**config.mk**
```make
export PLATFORM = sky130hd
export DESIGN_NAME = beep_sequencer
export DESIGN_NICKNAME = d
export VERILOG_FILES = /design/src/rtl/sound_pkg.sv /design/src/rtl/tick_prescaler.sv /design/src/rtl/beep_sequencer.sv
export SDC_FILE = /design/constraint.sdc
export NUM_CORES = 1
export LEC_CHECK = 0
export ABC_AREA = 0
export BUFFER_PORTS_ARGS = -buffer_cell sky130_fd_sc_hd__buf_2
export CORE_ASPECT_RATIO = 1.4
export CORE_MARGIN = 4
export CORE_UTILIZATION = 40
export CTS_CLUSTER_DIAMETER = 50
export DETAILED_ROUTE_END_ITERATION = 16
export SLEW_MARGIN = 0
export SYNTH_ARGS = -nofsm -noshare
export SYNTH_HDL_FRONTEND = slang
export SYNTH_SLANG_ARGS = --single-unit
```
**constraint.sdc**
```tcl
create_clock -name clk -period 5.5 [get_ports clk]
set_input_delay 1.1 -clock clk [delete_from_list [all_inputs] [get_ports clk]]
set_output_delay 1.1 -clock clk [all_outputs]
set_load 0.02 [all_outputs]
```
**src/rtl/sound_pkg.sv**
```systemverilog
// sound_pkg
// Shared widths, state encoding and sweep arithmetic for the sound path.
// beep_sequencer and tone_generator both use FREQ_W for the frequency code.
// A frequency code of 0 means silence.
package sound_pkg;

    localparam int FREQ_W = 9;   // frequency code width (tone_generator input)
    localparam int DUR_W  = 16;  // beep duration in ticks
    localparam int INT_W  = 8;   // ticks between sweep steps
    localparam int WRAP_W = 4;   // sweep restart count

    typedef enum logic [0:0] {
        IDLE = 1'b0,
        PLAY = 1'b1
    } beep_state_t;

    // Moves cur one step toward tgt and saturates at tgt. The intermediates
    // are one bit wider than the code, so neither an overflow on the way up
    // nor an underflow on the way down can happen.
    function automatic logic [FREQ_W-1:0] step_toward(
        input logic [FREQ_W-1:0] cur,
        input logic [FREQ_W-1:0] tgt,
        input logic [FREQ_W-1:0] step,
        input logic              up
    );
        logic [FREQ_W:0] w_cur;
        logic [FREQ_W:0] w_tgt;
        logic [FREQ_W:0] w_step;
        logic [FREQ_W:0] w_lim;
        w_cur  = {1'b0, cur};
        w_tgt  = {1'b0, tgt};
        w_step = {1'b0, step};
        if (up) begin
            w_lim = w_cur + w_step;
            if (w_lim > w_tgt) begin
                return tgt;
            end else begin
                return w_lim[FREQ_W-1:0];
            end
        end else begin
            w_lim = w_tgt + w_step;
            if (w_cur < w_lim) begin
                return tgt;
            end else begin
                return FREQ_W'(w_cur - w_step);
            end
        end
    endfunction

endpackage

```
**src/rtl/tick_prescaler.sv**
```systemverilog
// tick_prescaler
// Divides the system clock down to the duration/sweep time base.
// The counter runs 0..TICK_DIV-1. tick is high for one clock on the last
// count, so the first tick comes TICK_DIV clocks after clear is released.
// Ports:
//   clk   in  system clock
//   reset in  synchronous, active-high reset
//   clear in  hold the counter at 0 (no tick while clear is high)
//   tick  out one-clock pulse on each counter wrap
module tick_prescaler #(
    parameter int TICK_DIV = 10
) (
    input  logic clk,
    input  logic reset,
    input  logic clear,
    output logic tick
);

    localparam int CNT_W = (TICK_DIV > 2) ? $clog2(TICK_DIV) : 1;
    localparam logic [CNT_W-1:0] LAST = CNT_W'(TICK_DIV - 1);

    logic [CNT_W-1:0] r_cnt;

    // Prescaler counter: wraps at TICK_DIV-1 and is held at 0 while cleared.
    always_ff @(posedge clk) begin
        if (reset) begin
            r_cnt <= {CNT_W{1'b0}};
        end else if (clear) begin
            r_cnt <= {CNT_W{1'b0}};
        end else if (r_cnt == LAST) begin
            r_cnt <= {CNT_W{1'b0}};
        end else begin
            r_cnt <= r_cnt + CNT_W'(1);
        end
    end

    assign tick = (r_cnt == LAST) && !clear;

endmodule

```
**src/rtl/beep_sequencer.sv**
```systemverilog
// beep_sequencer
// Accepts one beep command at a time and drives the tone generator's
// frequency code over time: duration, linear pitch sweep from pitch1
// toward pitch2, and sweep restarts (wrap).
// Ports:
//   clk, reset        system clock, synchronous active-high reset
//   cmd_valid/ready   command handshake (ready only in IDLE)
//   cmd_pitch1/2      start / sweep end frequency codes
//   cmd_step          sweep increment (0 = no sweep)
//   cmd_interval      ticks between sweep steps (0 = no sweep)
//   cmd_duration      beep length in ticks (0 = play until stop)
//   cmd_wrap          restarts from pitch1 after reaching pitch2
//   stop              abort the current beep
//   freq              registered frequency code (0 = silence)
//   busy              high while playing
//   done              one-clock pulse when a beep ends (not on reset)
module beep_sequencer
    import sound_pkg::*;
#(
    parameter int CLK_HZ  = 27000000,
    parameter int TICK_HZ = 1000
) (
    input  logic              clk,
    input  logic              reset,
    input  logic              cmd_valid,
    output logic              cmd_ready,
    input  logic [FREQ_W-1:0] cmd_pitch1,
    input  logic [FREQ_W-1:0] cmd_pitch2,
    input  logic [FREQ_W-1:0] cmd_step,
    input  logic [INT_W-1:0]  cmd_interval,
    input  logic [DUR_W-1:0]  cmd_duration,
    input  logic [WRAP_W-1:0] cmd_wrap,
    input  logic              stop,
    output logic [FREQ_W-1:0] freq,
    output logic              busy,
    output logic              done
);

    localparam int TICK_DIV = CLK_HZ / TICK_HZ;

    beep_state_t       r_state,    w_state_nxt;
    logic [FREQ_W-1:0] r_freq,     w_freq_nxt;
    logic              r_done,     w_done_nxt;
    logic [FREQ_W-1:0] r_pitch1,   w_pitch1_nxt;
    logic [FREQ_W-1:0] r_pitch2,   w_pitch2_nxt;
    logic [FREQ_W-1:0] r_step,     w_step_nxt;
    logic [INT_W-1:0]  r_interval, w_interval_nxt;
    logic [DUR_W-1:0]  r_duration, w_duration_nxt;
    logic [DUR_W-1:0]  r_dur_cnt,  w_dur_cnt_nxt;
    logic [INT_W-1:0]  r_int_cnt,  w_int_cnt_nxt;
    logic [WRAP_W-1:0] r_wrap_cnt, w_wrap_cnt_nxt;

    logic w_tick;
    logic w_presc_clr;
    logic w_sweep_en;
    logic w_dur_expire;

    // The time base only runs while playing, so it restarts at 0 on accept.
    assign w_presc_clr = (r_state != PLAY);

    tick_prescaler #(
        .TICK_DIV (TICK_DIV)
    ) u_tick_prescaler (
        .clk   (clk),
        .reset (reset),
        .clear (w_presc_clr),
        .tick  (w_tick)
    );

    assign w_sweep_en   = (r_step != {FREQ_W{1'b0}}) && (r_interval != {INT_W{1'b0}})
                          && (r_pitch1 != r_pitch2);
    assign w_dur_expire = w_tick && (r_duration != {DUR_W{1'b0}})
                          && (r_dur_cnt == DUR_W'(1));

    // Next-state and next-output logic: stop beats expiry beats sweep step.
    always_comb begin
        w_state_nxt    = r_state;
        w_freq_nxt     = r_freq;
        w_done_nxt     = 1'b0;
        w_pitch1_nxt   = r_pitch1;
        w_pitch2_nxt   = r_pitch2;
        w_step_nxt     = r_step;
        w_interval_nxt = r_interval;
        w_duration_nxt = r_duration;
        w_dur_cnt_nxt  = r_dur_cnt;
        w_int_cnt_nxt  = r_int_cnt;
        w_wrap_cnt_nxt = r_wrap_cnt;
        case (r_state)
            IDLE: begin
                w_freq_nxt = {FREQ_W{1'b0}};
                if (cmd_valid) begin
                    w_state_nxt    = PLAY;
                    w_freq_nxt     = cmd_pitch1;
                    w_pitch1_nxt   = cmd_pitch1;
                    w_pitch2_nxt   = cmd_pitch2;
                    w_step_nxt     = cmd_step;
                    w_interval_nxt = cmd_interval;
                    w_duration_nxt = cmd_duration;
                    w_dur_cnt_nxt  = cmd_duration;
                    w_int_cnt_nxt  = cmd_interval;
                    w_wrap_cnt_nxt = cmd_wrap;
                end else begin
                    w_state_nxt = IDLE;
                end
            end
            PLAY: begin
                if (stop || w_dur_expire) begin
                    w_state_nxt = IDLE;
                    w_freq_nxt  = {FREQ_W{1'b0}};
                    w_done_nxt  = 1'b1;
                end else begin
                    if (w_tick && (r_duration != {DUR_W{1'b0}})) begin
                        w_dur_cnt_nxt = r_dur_cnt - DUR_W'(1);
                    end else begin
                        w_dur_cnt_nxt = r_dur_cnt;
                    end
                    if (w_tick && w_sweep_en) begin
                        if (r_int_cnt == INT_W'(1)) begin
                            w_int_cnt_nxt = r_interval;
                            if (r_freq == r_pitch2) begin
                                if (r_wrap_cnt != {WRAP_W{1'b0}}) begin
                                    w_freq_nxt     = r_pitch1;
                                    w_wrap_cnt_nxt = r_wrap_cnt - WRAP_W'(1);
                                end else begin
                                    w_freq_nxt = r_pitch2;
                                end
                            end else begin
                                // Direction is fixed by the endpoints, not by freq.
                                w_freq_nxt = step_toward(r_freq, r_pitch2, r_step,
                                                         r_pitch2 > r_pitch1);
                            end
                        end else begin
                            w_int_cnt_nxt = r_int_cnt - INT_W'(1);
                        end
                    end else begin
                        w_int_cnt_nxt = r_int_cnt;
                    end
                end
            end
            default: begin
                w_state_nxt = IDLE;
                w_freq_nxt  = {FREQ_W{1'b0}};
            end
        endcase
    end

    // State and datapath registers; reset silences without a done pulse.
    always_ff @(posedge clk) begin
        if (reset) begin
            r_state    <= IDLE;
            r_freq     <= {FREQ_W{1'b0}};
            r_done     <= 1'b0;
            r_pitch1   <= {FREQ_W{1'b0}};
            r_pitch2   <= {FREQ_W{1'b0}};
            r_step     <= {FREQ_W{1'b0}};
            r_interval <= {INT_W{1'b0}};
            r_duration <= {DUR_W{1'b0}};
            r_dur_cnt  <= {DUR_W{1'b0}};
            r_int_cnt  <= {INT_W{1'b0}};
            r_wrap_cnt <= {WRAP_W{1'b0}};
        end else begin
            r_state    <= w_state_nxt;
            r_freq     <= w_freq_nxt;
            r_done     <= w_done_nxt;
            r_pitch1   <= w_pitch1_nxt;
            r_pitch2   <= w_pitch2_nxt;
            r_step     <= w_step_nxt;
            r_interval <= w_interval_nxt;
            r_duration <= w_duration_nxt;
            r_dur_cnt  <= w_dur_cnt_nxt;
            r_int_cnt  <= w_int_cnt_nxt;
            r_wrap_cnt <= w_wrap_cnt_nxt;
        end
    end

    assign freq      = r_freq;
    assign done      = r_done;
    assign busy      = (r_state == PLAY);
    assign cmd_ready = (r_state == IDLE);

endmodule
```
==> impl_metrics.py <==
metrics = {
    "outcome": {
        "outcome": "finished clean",
    },
    "die": {
        "die-width_um": 121,
        "die_area_um2": 20200,
        "fp.coreArea_um2": 17500,
        "num_rows": 57,
        "initial_utilization_pct": 41.0,
        "die_y_um": 166,
        "design.portCount": 71,
    },
    "clocking": {
        "post_cts.repair.setup_buffers": 0,
        "clkSinkCount": 105,
        "tritoncts": "yes",
        "cts_resized": 0,
        "cts.path.max_buffers": 2,
        "clock_tree.htree_level_count": 3,
        "tritoncts.num_buffers": 9,
        "holdBufCountCts": 0,
        "clock-root-buffer": "sky130_fd_sc_hd__clkbuf_16",
        "cts.clk_slew.worst_paths_ns": 0.07,
        "insertion_delay_ns": 0.36,
    },
    "sta": {
        "fmaxAchievable_mhz": 245,
        "slew-limit-headroom_pct": 31.3,
        "final_count_of_pins_violating_max_slew": 0,
        "timing_hold_violations_final": 0,
        "setup_total_negative_slack_ns": 0,
        "final.period_utilization_pct": 74.3,
        "whs_ns": 0.456,
        "timing.clock.skew_ns": 0.0130,
        "max_slew.worst_pin.slew_ns": 1.03,
        "setup_viol": 0,
        "rsz0062_at_grt": "false",
        "period_needed_ns": 4.09,
    },
    "synth": {
        "yosys.cell_count.top_type": "sky130_fd_sc_hd__nand2_1",
        "sequential_element_share_of_the_synthesized_area_pct": 29.3,
        "number_of_different_library_cells_in_the_post_synthesis_netlist": 75,
        "synth-seq-cells": 105,
        "syn-cell-area_um2": 7170,
        "syn_nets": 1051,
        "yosys.area_share.adder_pct": 11.0,
        "cells_after_synth": 931,
        "share_of_cell_area_taken_by_muxes_after_synthesis_pct": 2.48,
        "async_flop_share_pct": 0,
        "synth.top_cells.by_count": "140 x sky130_fd_sc_hd__nand2_1, 106 x sky130_fd_sc_hd__a21oi_1, 105 x sky130_fd_sc_hd__dfxtp_1",
        "main_combinational_cell_family_by_area_after_synthesis": "simple AND/OR/NAND/NOR gates",
        "synthSimpleGateAreaFrac_pct": 25.6,
        "dominantRegCellSynth": "sky130_fd_sc_hd__dfxtp_1",
        "synth-compound-area-share_pct": 21.7,
        "synth_warnings": 0,
        "netlist_top_cells_area": "sky130_fd_sc_hd__dfxtp_1 29%, sky130_fd_sc_hd__ha_1 10%, sky130_fd_sc_hd__a21oi_1 7.4%",
        "post-synth-top-area-fraction_pct": 29.3,
        "post_synth.cell_area_avg_um2": 7.70,
        "yosys.area_share.xor_xnor_pct": 4.77,
        "synth_edf_count": 0,
        "synth_largest_area_cell": "sky130_fd_sc_hd__dfxtp_1",
    },
    "placed_design": {
        "globalplace.congestion": 0.932,
        "post-dp-hpwl_mm": 15.5,
        "io_buffers": 70,
    },
    "detailed_routing": {
        "drt-wirelength-per-cell_um": 17.1,
        "via_density_per_instance": 5.54,
        "drt.antenna.violating_nets": 0,
        "drt-pass1-iter-count": 5,
        "detail_route.drc_violations": 0,
        "vias": 6729,
        "totalWireLength_mm": 20.8,
        "first_iter_violations": 381,
    },
    "power_and_ir_drop": {
        "total_power_w": 0.00210,
        "p_per_area_nw_per_um2": 263,
        "p_leak_nw": 3.27,
        "vdd_drop_max_mv": 0.150,
    },
    "finish": {
        "syn2layout_area_growth_pct": 11.4,
        "post-route-util_pct": 45.7,
        "nNetsFinal": 1093,
        "drive_gt1_share_pct": 13.2,
        "number_of_fill_cells_in_the_layout": 1796,
        "num_antenna_cells": 0,
    },
    "setup_path": {
        "critPathCapture": "freq[1]",
        "critical_path_class": "flop to flop",
        "path_max_fanout": 9,
        "cp-startpoint": "r_step[1]",
        "critical_path.cell_chain": "inv_1, ha_1, nand2b_1, a2111oi_0, nor3_1, nand2b_1, nand2_1, ha_1, a22oi_1, nand2_1, o32ai_1, o211ai_2, or2_0, and3_1, a221oi_1",
        "reg2reg_depth": 15,
        "critPathCaptureType": "flop",
        "cpMaxStageDelayCell": "sky130_fd_sc_hd__a2111oi_0",
        "critPathMaxStageDelay_ns": 0.57,
        "setup.reg_to_reg.worst_slack_ns": 1.41,
        "reg_to_reg_end": "freq[1]",
        "worst_r2r_startpoint": "r_step[1]",
        "worst_setup_path_start_kind": "flop",
        "cp_data_required_time_ns": 5.76,
        "timing.critical_path.arrival_ns": 4.35,
    },
    "global_routing": {
        "grt_antenna_before_repair": 0,
        "grt_remaining_overflow": 0,
        "maximum_number_of_pins_on_one_net_before_global_route_repair": 75,
        "gr-usage-all-layers_pct": 20.7,
        "via_count_of_the_first_global_routing_pass": 6709,
        "grt_pass1_wl_mm": 33.9,
    },
    "min_path": {
        "timing.hold.worst.start": "r_duration[14]",
        "min_path_type": "flop to flop",
    },
    "flow_run": {
        "drv.max_cap_violation_count": 0,
    },
}
critical path: cells and delay by family (launching register included):
| kind | cells | cell delay [ns] |
|---|---|---|
| AO/OA/AOI/OAI | 5 | 1.58 |
| AND/OR/NAND/NOR | 7 | 1.27 |
| adder cells (fa/ha/maj) | 2 | 0.57 |
| flip-flops | 1 | 0.42 |
| buffers and inverters | 1 | 0.16 |
metal layers:
metal	GRT usage (%)	vias up	share of wire, %
met5	0	-	0
met4	10.7	0	5.1
met3	3.07	57	3.8
met2	36.7	135	50
met1	23.9	3144	41
li1	-	3393	-
power by group:
group          total [W]  internal, W  switching, W
clock network   0.000641     0.000317      0.000324
registers       0.000854     0.000804     0.0000509
logic           0.000604     0.000237      0.000367
cells in the final DEF (no fill, tap or decap), types with 18 or more instances in the layout:
cell type                  synthesis  final
sky130_fd_sc_hd__nand2_1         140    139
sky130_fd_sc_hd__nor3_1           28     28
sky130_fd_sc_hd__dfxtp_1         105    105
sky130_fd_sc_hd__a21oi_1         106    106
sky130_fd_sc_hd__buf_2             3     70
sky130_fd_sc_hd__inv_1            50     50
sky130_fd_sc_hd__xor2_1           24     24
sky130_fd_sc_hd__o21ai_0          32     32
sky130_fd_sc_hd__nor2_1           72     71
sky130_fd_sc_hd__nand2b_1         18     18
sky130_fd_sc_hd__nand3_1          21     21
sky130_fd_sc_hd__ha_1             58     58
metrics by stage:
step	cell area (um2)	worst slack [ns]	cells
2_1_floorplan	7170	1.77	931
3_3_place_gp	7690	1.53	1198
3_5_place_dp	7690	1.44	1198
4_1_cts	7980	1.41	1214
5_1_grt	7980	1.07	1214
6_report	7980	1.41	1214
registers in the layout, summed over array words and instances, names as in the netlist:
signal	count
r_interval	8
r_pitch2	9
r_int_cnt	8
r_step	9
done	1
busy	1
freq	9
r_dur_cnt	16
r_wrap_cnt	4
u_tick_prescaler.r_cnt	15
r_pitch1	9
r_duration	16
kinds of logic (layout without fill, tap and decap cells):
family / after synthesis / after routing
adders and majority gates: 61 / 61
DFF: 105 / 105
and+or+nand+nor: 368 / 368
buffers and inverters: 97 / 144
AOI/OAI and AO/OA: 244 / 244
muxes: 17 / 17
xor gates and xnor gates: 39 / 39
final cells by class:
class,instances,area [um2],area share [%]
clock buffers,9,225,2.82
repair buffers,78,410,5.14
well taps,236,295,3.70
inverters,50,188,2.35
clock inverters,7,61.3,0.768
multi-input cells,729,4700,58.9
flip-flops and latches,105,2100,26.3
worst min path at each step:
| stage | endpoint | cells after the start |
|---|---|---|
| floorplan | u_tick_prescaler.r_cnt[0] | 1 |
| global placement | u_tick_prescaler.r_cnt[0] | 1 |
| detailed placement | r_pitch1[7] | 2 |
| CTS | r_pitch1[7] | 2 |
| global route | r_duration[5] | 2 |
| finish | r_duration[14] | 2 |
Note: power is estimated with default switching activity, not from simulation.
